File: config.mk
export PLATFORM = sky130hd
export DESIGN_NAME = ahb_lite_two_master_arbiter
export DESIGN_NICKNAME = d
export VERILOG_FILES = /design/src/rtl/ahb_lite_two_master_arbiter.sv
export SDC_FILE = /design/constraint.sdc
export NUM_CORES = 1
export LEC_CHECK = 0
export BUFFER_PORTS_ARGS = -buffer_cell sky130_fd_sc_hd__buf_2
export CORE_AREA = 5 5 123 125
export DETAILED_ROUTE_END_ITERATION = 7
export DIE_AREA = 0 0 128 130
export SYNTH_ARGS = -nofsm -noshare
export SYNTH_HDL_FRONTEND = slang
export SYNTH_SLANG_ARGS = --single-unit
File: constraint.sdc
create_clock -name clk_clk -period 1 [get_ports clk_clk]
set_input_delay 0.05 -clock clk_clk [delete_from_list [all_inputs] [get_ports clk_clk]]
set_output_delay 0.05 -clock clk_clk [all_outputs]
set_load 0.005 [all_outputs]
File: src/rtl/ahb_lite_two_master_arbiter.sv
// ahb_lite_two_master_arbiter
// 2:1 AHB-Lite master multiplexer in front of a single AHB slave port.
// Master 0 is the PCIe-bridge master and master 1 is the local master.
// The address-phase owner is forwarded combinationally with no added latency.
// The bus is handed to the other master only when the owner shows an unlocked
// IDLE with HREADY high, so bursts and locked sequences are never split.
// Optional build macro ARB_STATS_EN adds per-master wait-cycle counters.
// These are saturating 16-bit counters with a stats_clr input.
module ahb_lite_two_master_arbiter #(
    parameter int ADDR_W = 32,
    parameter int DATA_W = 32
) (
    input  logic              clk_clk,
    input  logic              reset_reset,
`ifdef ARB_STATS_EN
    input  logic              stats_clr,
    output logic [15:0]       m0_wait_cnt,
    output logic [15:0]       m1_wait_cnt,
`endif
    input  logic [ADDR_W-1:0] m0_haddr,
    input  logic [1:0]        m0_htrans,
    input  logic              m0_hwrite,
    input  logic [2:0]        m0_hsize,
    input  logic [2:0]        m0_hburst,
    input  logic              m0_hmastlock,
    input  logic [DATA_W-1:0] m0_hwdata,
    output logic [DATA_W-1:0] m0_hrdata,
    output logic              m0_hready,
    output logic              m0_hresp,
    input  logic [ADDR_W-1:0] m1_haddr,
    input  logic [1:0]        m1_htrans,
    input  logic              m1_hwrite,
    input  logic [2:0]        m1_hsize,
    input  logic [2:0]        m1_hburst,
    input  logic              m1_hmastlock,
    input  logic [DATA_W-1:0] m1_hwdata,
    output logic [DATA_W-1:0] m1_hrdata,
    output logic              m1_hready,
    output logic              m1_hresp,
    output logic [ADDR_W-1:0] s_haddr,
    output logic [1:0]        s_htrans,
    output logic              s_hwrite,
    output logic [2:0]        s_hsize,
    output logic [2:0]        s_hburst,
    output logic              s_hmastlock,
    output logic [DATA_W-1:0] s_hwdata,
    input  logic              s_hready,
    input  logic [DATA_W-1:0] s_hrdata,
    input  logic              s_hresp,
    output logic              arb_owner
);

    logic owner_q, owner_d;
    logic dp_owner_q, dp_owner_d;
    logic dp_active_q, dp_active_d;

    logic       m0_req_s, m1_req_s;
    logic [1:0] fwd_htrans_s;
    logic       fwd_lock_s;
    logic       other_req_s;
    logic       handover_s;

    assign m0_req_s = m0_htrans[1];
    assign m1_req_s = m1_htrans[1];

    // Address-phase mux selected by the current owner; htrans/lock also feed arbitration.
    always_comb begin
        s_haddr      = m0_haddr;
        fwd_htrans_s = m0_htrans;
        s_hwrite     = m0_hwrite;
        s_hsize      = m0_hsize;
        s_hburst     = m0_hburst;
        fwd_lock_s   = m0_hmastlock;
        other_req_s  = m1_req_s;
        if (owner_q == 1'b1) begin
            s_haddr      = m1_haddr;
            fwd_htrans_s = m1_htrans;
            s_hwrite     = m1_hwrite;
            s_hsize      = m1_hsize;
            s_hburst     = m1_hburst;
            fwd_lock_s   = m1_hmastlock;
            other_req_s  = m0_req_s;
        end else begin
            other_req_s  = m1_req_s;
        end
    end

    // Handover only at an unlocked IDLE of the owner while the slave is ready.
    assign handover_s = s_hready && (fwd_htrans_s == 2'b00) && !fwd_lock_s && other_req_s;

    // Next-state for address-phase owner and data-phase tracking.
    always_comb begin
        owner_d     = owner_q;
        dp_owner_d  = dp_owner_q;
        dp_active_d = dp_active_q;
        if (handover_s) begin
            owner_d = ~owner_q;
        end else begin
            owner_d = owner_q;
        end
        if (s_hready) begin
            dp_owner_d  = owner_q;
            dp_active_d = fwd_htrans_s[1];
        end else begin
            dp_owner_d  = dp_owner_q;
            dp_active_d = dp_active_q;
        end
    end

    // Arbitration state registers with synchronous reset.
    always_ff @(posedge clk_clk) begin
        if (reset_reset) begin
            owner_q     <= 1'b0;
            dp_owner_q  <= 1'b0;
            dp_active_q <= 1'b0;
        end else begin
            owner_q     <= owner_d;
            dp_owner_q  <= dp_owner_d;
            dp_active_q <= dp_active_d;
        end
    end

    // Write data follows the master that owns the data phase.
    assign s_hwdata  = dp_owner_q ? m1_hwdata : m0_hwdata;
    assign m0_hrdata = s_hrdata;
    assign m1_hrdata = s_hrdata;

    // Ready/response routing; the non-owner is stalled only while it requests.
    // A response is only passed on for a live data phase of that same master.
    always_comb begin
        s_htrans    = 2'b00;
        s_hmastlock = 1'b0;
        arb_owner   = 1'b0;
        m0_hready   = 1'b1;
        m1_hready   = 1'b1;
        m0_hresp    = 1'b0;
        m1_hresp    = 1'b0;
        if (reset_reset) begin
            s_htrans    = 2'b00;
            s_hmastlock = fwd_lock_s;
        end else begin
            s_htrans    = fwd_htrans_s;
            s_hmastlock = fwd_lock_s;
            arb_owner   = owner_q;
            if (owner_q == 1'b0) begin
                m0_hready = s_hready;
                m0_hresp  = s_hresp && dp_active_q && (dp_owner_q == 1'b0);
                m1_hready = ~m1_req_s;
                m1_hresp  = 1'b0;
            end else begin
                m1_hready = s_hready;
                m1_hresp  = s_hresp && dp_active_q && (dp_owner_q == 1'b1);
                m0_hready = ~m0_req_s;
                m0_hresp  = 1'b0;
            end
        end
    end

`ifdef ARB_STATS_EN
    logic [15:0] m0_wait_q, m0_wait_d;
    logic [15:0] m1_wait_q, m1_wait_d;

    // Saturating wait counters; clear wins over increment.
    always_comb begin
        m0_wait_d = m0_wait_q;
        m1_wait_d = m1_wait_q;
        if (stats_clr) begin
            m0_wait_d = 16'h0000;
            m1_wait_d = 16'h0000;
        end else begin
            if (m0_req_s && (owner_q != 1'b0) && (m0_wait_q != 16'hFFFF)) begin
                m0_wait_d = m0_wait_q + 16'h0001;
            end else begin
                m0_wait_d = m0_wait_q;
            end
            if (m1_req_s && (owner_q != 1'b1) && (m1_wait_q != 16'hFFFF)) begin
                m1_wait_d = m1_wait_q + 16'h0001;
            end else begin
                m1_wait_d = m1_wait_q;
            end
        end
    end

    // Wait counter registers.
    always_ff @(posedge clk_clk) begin
        if (reset_reset) begin
            m0_wait_q <= 16'h0000;
            m1_wait_q <= 16'h0000;
        end else begin
            m0_wait_q <= m0_wait_d;
            m1_wait_q <= m1_wait_d;
        end
    end

    assign m0_wait_cnt = m0_wait_q;
    assign m1_wait_cnt = m1_wait_q;
`endif

endmodule

# Word level (Yosys, flattened, before mapping)
# Index checks and enable logic that the tools add are counted.
dict set report word_totals {
  inputBits 184
  reg_bits 3
  mem_bits_ro 0
  n_memories 0
  out_inout_bits 143
  latch_bits 0
  elab_cells 33
  ram_bits 0
}
dict set report op_classes {
  n_div 0
  n_eq_ne 0
  n_reduce_logical 8
  shifts 0
  n_addsub 0
  mul 0
  mux 18
  magnitude_cmp 0
  n_bitwise 4
}
# op n
set op_table {}
lappend op_table {{$mux 32} 2}
lappend op_table {{$mux 1} 12}
lappend op_table {{$logic_and 1x1->1} 6}
lappend op_table {{$mux 3} 2}
lappend op_table {{$mux 2} 2}
lappend op_table {{$not 1->1} 4}
lappend op_table {{$logic_not 2->1} 1}
lappend op_table {{$logic_not 1->1} 1}

# Depth between registers and ports, before layout
dict set report logic_depth {
  word_depth 5
  depth_mapped 5
  depth_no_buf 3
}

# Least setup slack after synthesis
# OpenSTA, ideal clock, no wires.
dict set report synth_path {
  kind {reg2reg}
  start {register owner_q}
  end {register owner_q}
  path_slack_ns -0.077
  stages_incl_launch_ff 6
  required_time_ns 0.872
  arrival_ns 0.948
  setup_time_ns 0.128
  synth_period_minus_slack_ns 1.077
  n_path_buf 2
  path_cell_list {dfxtp_1 buf_2 buf_2 and2b_2 o21ai_0 o41ai_2}
}
dict set report synth_via {
  elab_chain_cells 5
  word_cells_on_any_way 9
  cone_classes {mux (3); bitwise (1); reduce/logical (5)}
}
# item line_no
set synth_lines {}
lappend synth_lines {{start, declared} 53} ;# logic owner_q, owner_d;
lappend synth_lines {{start signal, assigned} 117} ;# owner_q <= owner_d;
lappend synth_lines {{$mux 2} 75} ;# if (owner_q == 1'b1) begin
lappend synth_lines {{$logic_not 2->1} 89} ;# assign handover_s = s_hready && (fwd_htrans_s == 2'b00) && !fwd_lock_s && other_req_s;
lappend synth_lines {{$logic_and 1x1->1 (3 in a row)} 89}
# Several ways; a longest one is shown, not always the timed one.
# A chain may end at the register's enable or synchronous reset.

# Final worst setup path
dict set report layout_path {
  start {register dp_owner_q}
  end {output s_hwdata[31]}
}
dict set report layout_via {
  elab_chain_cells 1
}
# item line_no
set layout_lines {}
lappend layout_lines {{start, declared} 54} ;# logic dp_owner_q, dp_owner_d;
lappend layout_lines {{start signal, assigned} 118} ;# dp_owner_q <= dp_owner_d;
lappend layout_lines {{$mux 32} 124} ;# assign s_hwdata = dp_owner_q ? m1_hwdata : m0_hwdata;
lappend layout_lines {{end, declared} 46} ;# output logic [DATA_W-1:0] s_hwdata,
# Every way passes these cells.

==> impl_results.md <==
* Outcome: finished with violations
* Failing checks: setup timing
* Worst-Skew Late Latency at 0.22 ns
* Clock skew at 0.001555 ns
* Gpl congestion at 0.6585
* DP HPWL at 6.383 mm
* Min cycle time layout at 1.347 ns
* Util after Layout at 24.90%
* CTS Hold Bufs at 0
* Final setup viols at 82
* Pin count of the biggest net entering global routing at 36
* Nets@finish at 536
* CP max stage cell: dfxtp_4
* Fraction of layout cells with a size suffix above 1 at 94.87%
* Power per cell area at 548.4 nW/um^2
* Worst reg-to-reg path cell count at 3
* TNS Setup at -24.19 ns
* Max Buffers Root-to-Sink at 2
* Routed wl met3 at 1.066 mm
* Die area at 16,640 um^2
* Hold Crit Class: input port to flip-flop
* Global-route wire length before repair at 10.71 mm
* Worst setup path class: flip-flop to output port
* Max FO, Critical Path at 6
* Vias per inst at 3.712
* # DRC at 0
* Total number of H-tree levels at 1
* Max-slew headroom at 85.66%
* Vias in the first global route at 2,216
* Sequential share of the synthesized area at 3.840%
* Slew Limit Fails at 0
* Max layer used: met4
* Met2 wire length at 4.596 mm
* Mapped Area at 1564 um^2
* Starting Density at 11.36%
* Avg Synthesized Cell Area at 9.093 um^2
* Port bufs at 230
* Area added between synthesis and finish at 119.3%
* Synth warn at 0
* WL final at 8.815 mm
* DR WL/cell at 16.60 um
* CTS clk-pin slew, worst paths at 0.03 ns
* CTS root buf: clkbuf_16
* Inserted Diodes at 0
* Top delay family on crit path: flip-flops
* WP data arrival at 1.30 ns
* Hold Crit Depth at 2
* Chip height at 130 um
* Critical Path Start Type: flip-flop
* Crit path largest cell delay at 0.45 ns
* Antenna-violating nets left at 0
* Final hold slack at 0.03639 ns
* Row count at 43
* RSZ-0062 raised after global routing: yes
* # clock sinks at 3
* Drt initial violations at 25
* Tcrit/Tclk final at 134.7%
* Pleak at 1.778 nW
* Die Wd at 128 um
* Crit path cell chain: clkbuf_16, mux2_4, buf_6
* All-Layer GR Usage at 8.071%
* Hold Crit Start: m0_htrans[0]
* DP Worst Slack at -0.1344 ns
* WP depth at 3
* Seq cells post-synth at 3
* Max Cap Viol at 0
* I/O Pins at 327
* Net Count, Synth at 356
* Wl on met1 at 2.809 mm
* CTS tree: yes
* Post-synthesis cell type count at 18
* Total gr overflow at 0
* Max IR drop VDD at 0.3306 mV
* Critical path origin: dp_owner_q$_SDFFE_PP0P_
* Actual slew at the worst max-slew pin at 0.2128 ns
* Initial antenna violation count at 0
* WP data required at 0.95 ns
* CP bufs+invs at 2
* Core ar. at 13,770 um^2
* Post-Syn Instances at 172
* Fin. Hold Viols at 0
* Fmax at 0.7425 GHz
* Final worst-path setup slack at -0.3468 ns
* Via Count at 1,971
* CTS Buf Count at 3
* DRT Pass-1 Iters at 4
* CP Capture Type: output port
* Power after layout at 1.881 mW
* R2R Path Start: owner_q$_SDFFE_PP0P_
[per-layer routing]
metal	vias up	GRT usage, %
li1	895	-
met1	871	7.775
met2	167	15.77
met3	38	2.374
met4	0	3.620
met5	-	0
[final timing paths]
kind,to,slack (ns)
min,owner_q$_SDFFE_PP0P_,0.04
min reg2reg,dp_active_q$_SDFFE_PP0P_,0.49
max,s_hwdata[31],-0.35
max reg2reg,owner_q$_SDFFE_PP0P_,-0.13
[area by class of cell]
cell class / count / area [um^2]
inverter: 2 / 7.507
multi-input combinational: 93 / 1220
fill: 1485 / 10340
clock buffer: 4 / 78.83
tap: 180 / 225.2
sequential: 3 / 67.56
timing repair buffer: 249 / 1831
[cell usage after synthesis (all sizes together)]
library cell / n / area [um^2]
nor2: 4 / 15.01
nand2: 1 / 3.750
o21ai: 2 / 10.01
mux2i: 4 / 40.04
or4b: 1 / 10.01
mux2: 72 / 810.8
and3b: 1 / 10.01
dfxtp: 3 / 60.06
or4: 1 / 7.510
inv: 2 / 7.510
o41ai: 1 / 16.27
nor3b: 1 / 7.510
a211oi: 1 / 7.510
nand2b: 2 / 12.51
buf: 74 / 530.5
and2b: 1 / 8.760
and3: 1 / 6.260
[cell families after synthesis]
logic type | after synthesis | share of synthesized area (%)
simple gates | 13 | 5.200
buf+inv | 76 | 34.40
compound gates | 4 | 2.160
mux | 76 | 54.40
flops | 3 | 3.840
[metrics by stage]
stage                     std cells  area (um^2)
after global placement          518         2511
after floorplan                 172         1578
after CTS                       528         2990
after global routing            531         3430
final                           531         3430
after detailed placement        518         2511
[worst reg2reg max path: stages, from the launching register on]
cell       delay (ns)
dfxtp_4          0.36
clkbuf_16        0.20
buf_4            0.16
o41ai_2          0.31
[sequential cells by signal, summed over array words and instances, names as in the netlist]
name / flops
dp_owner_q: 1
owner_q: 1
dp_active_q: 1
[power breakdown]
part           internal, mW  switching (mW)  total (mW)
Clock                 0.526           0.106       0.632
Combinational         0.763           0.359        1.12
Sequential            0.120         0.00576       0.126
[cell usage in the layout (no fill, tap or decap), types with 2 or more instances in the layout]
cell type	instances
buf_12	2
buf_16	2
buf_2	166
buf_4	7
buf_6	69
clkbuf_16	6
dfxtp_4	2
inv_1	2
mux2_2	9
mux2_4	63
mux2i_1	3
nand2b_1	2
nor2_1	4
[what timing repair did]
action | in CTS | in global routing
endpoints found under the hold margin | 0 | 0
setup buffers | 4 | 1
gates cloned | 2 | 4
setup endpoints to repair | 80 | 82
resized for setup | 68 | 78
pin swaps | 0 | 2
No activity file was read; power rests on OpenSTA's default activity.
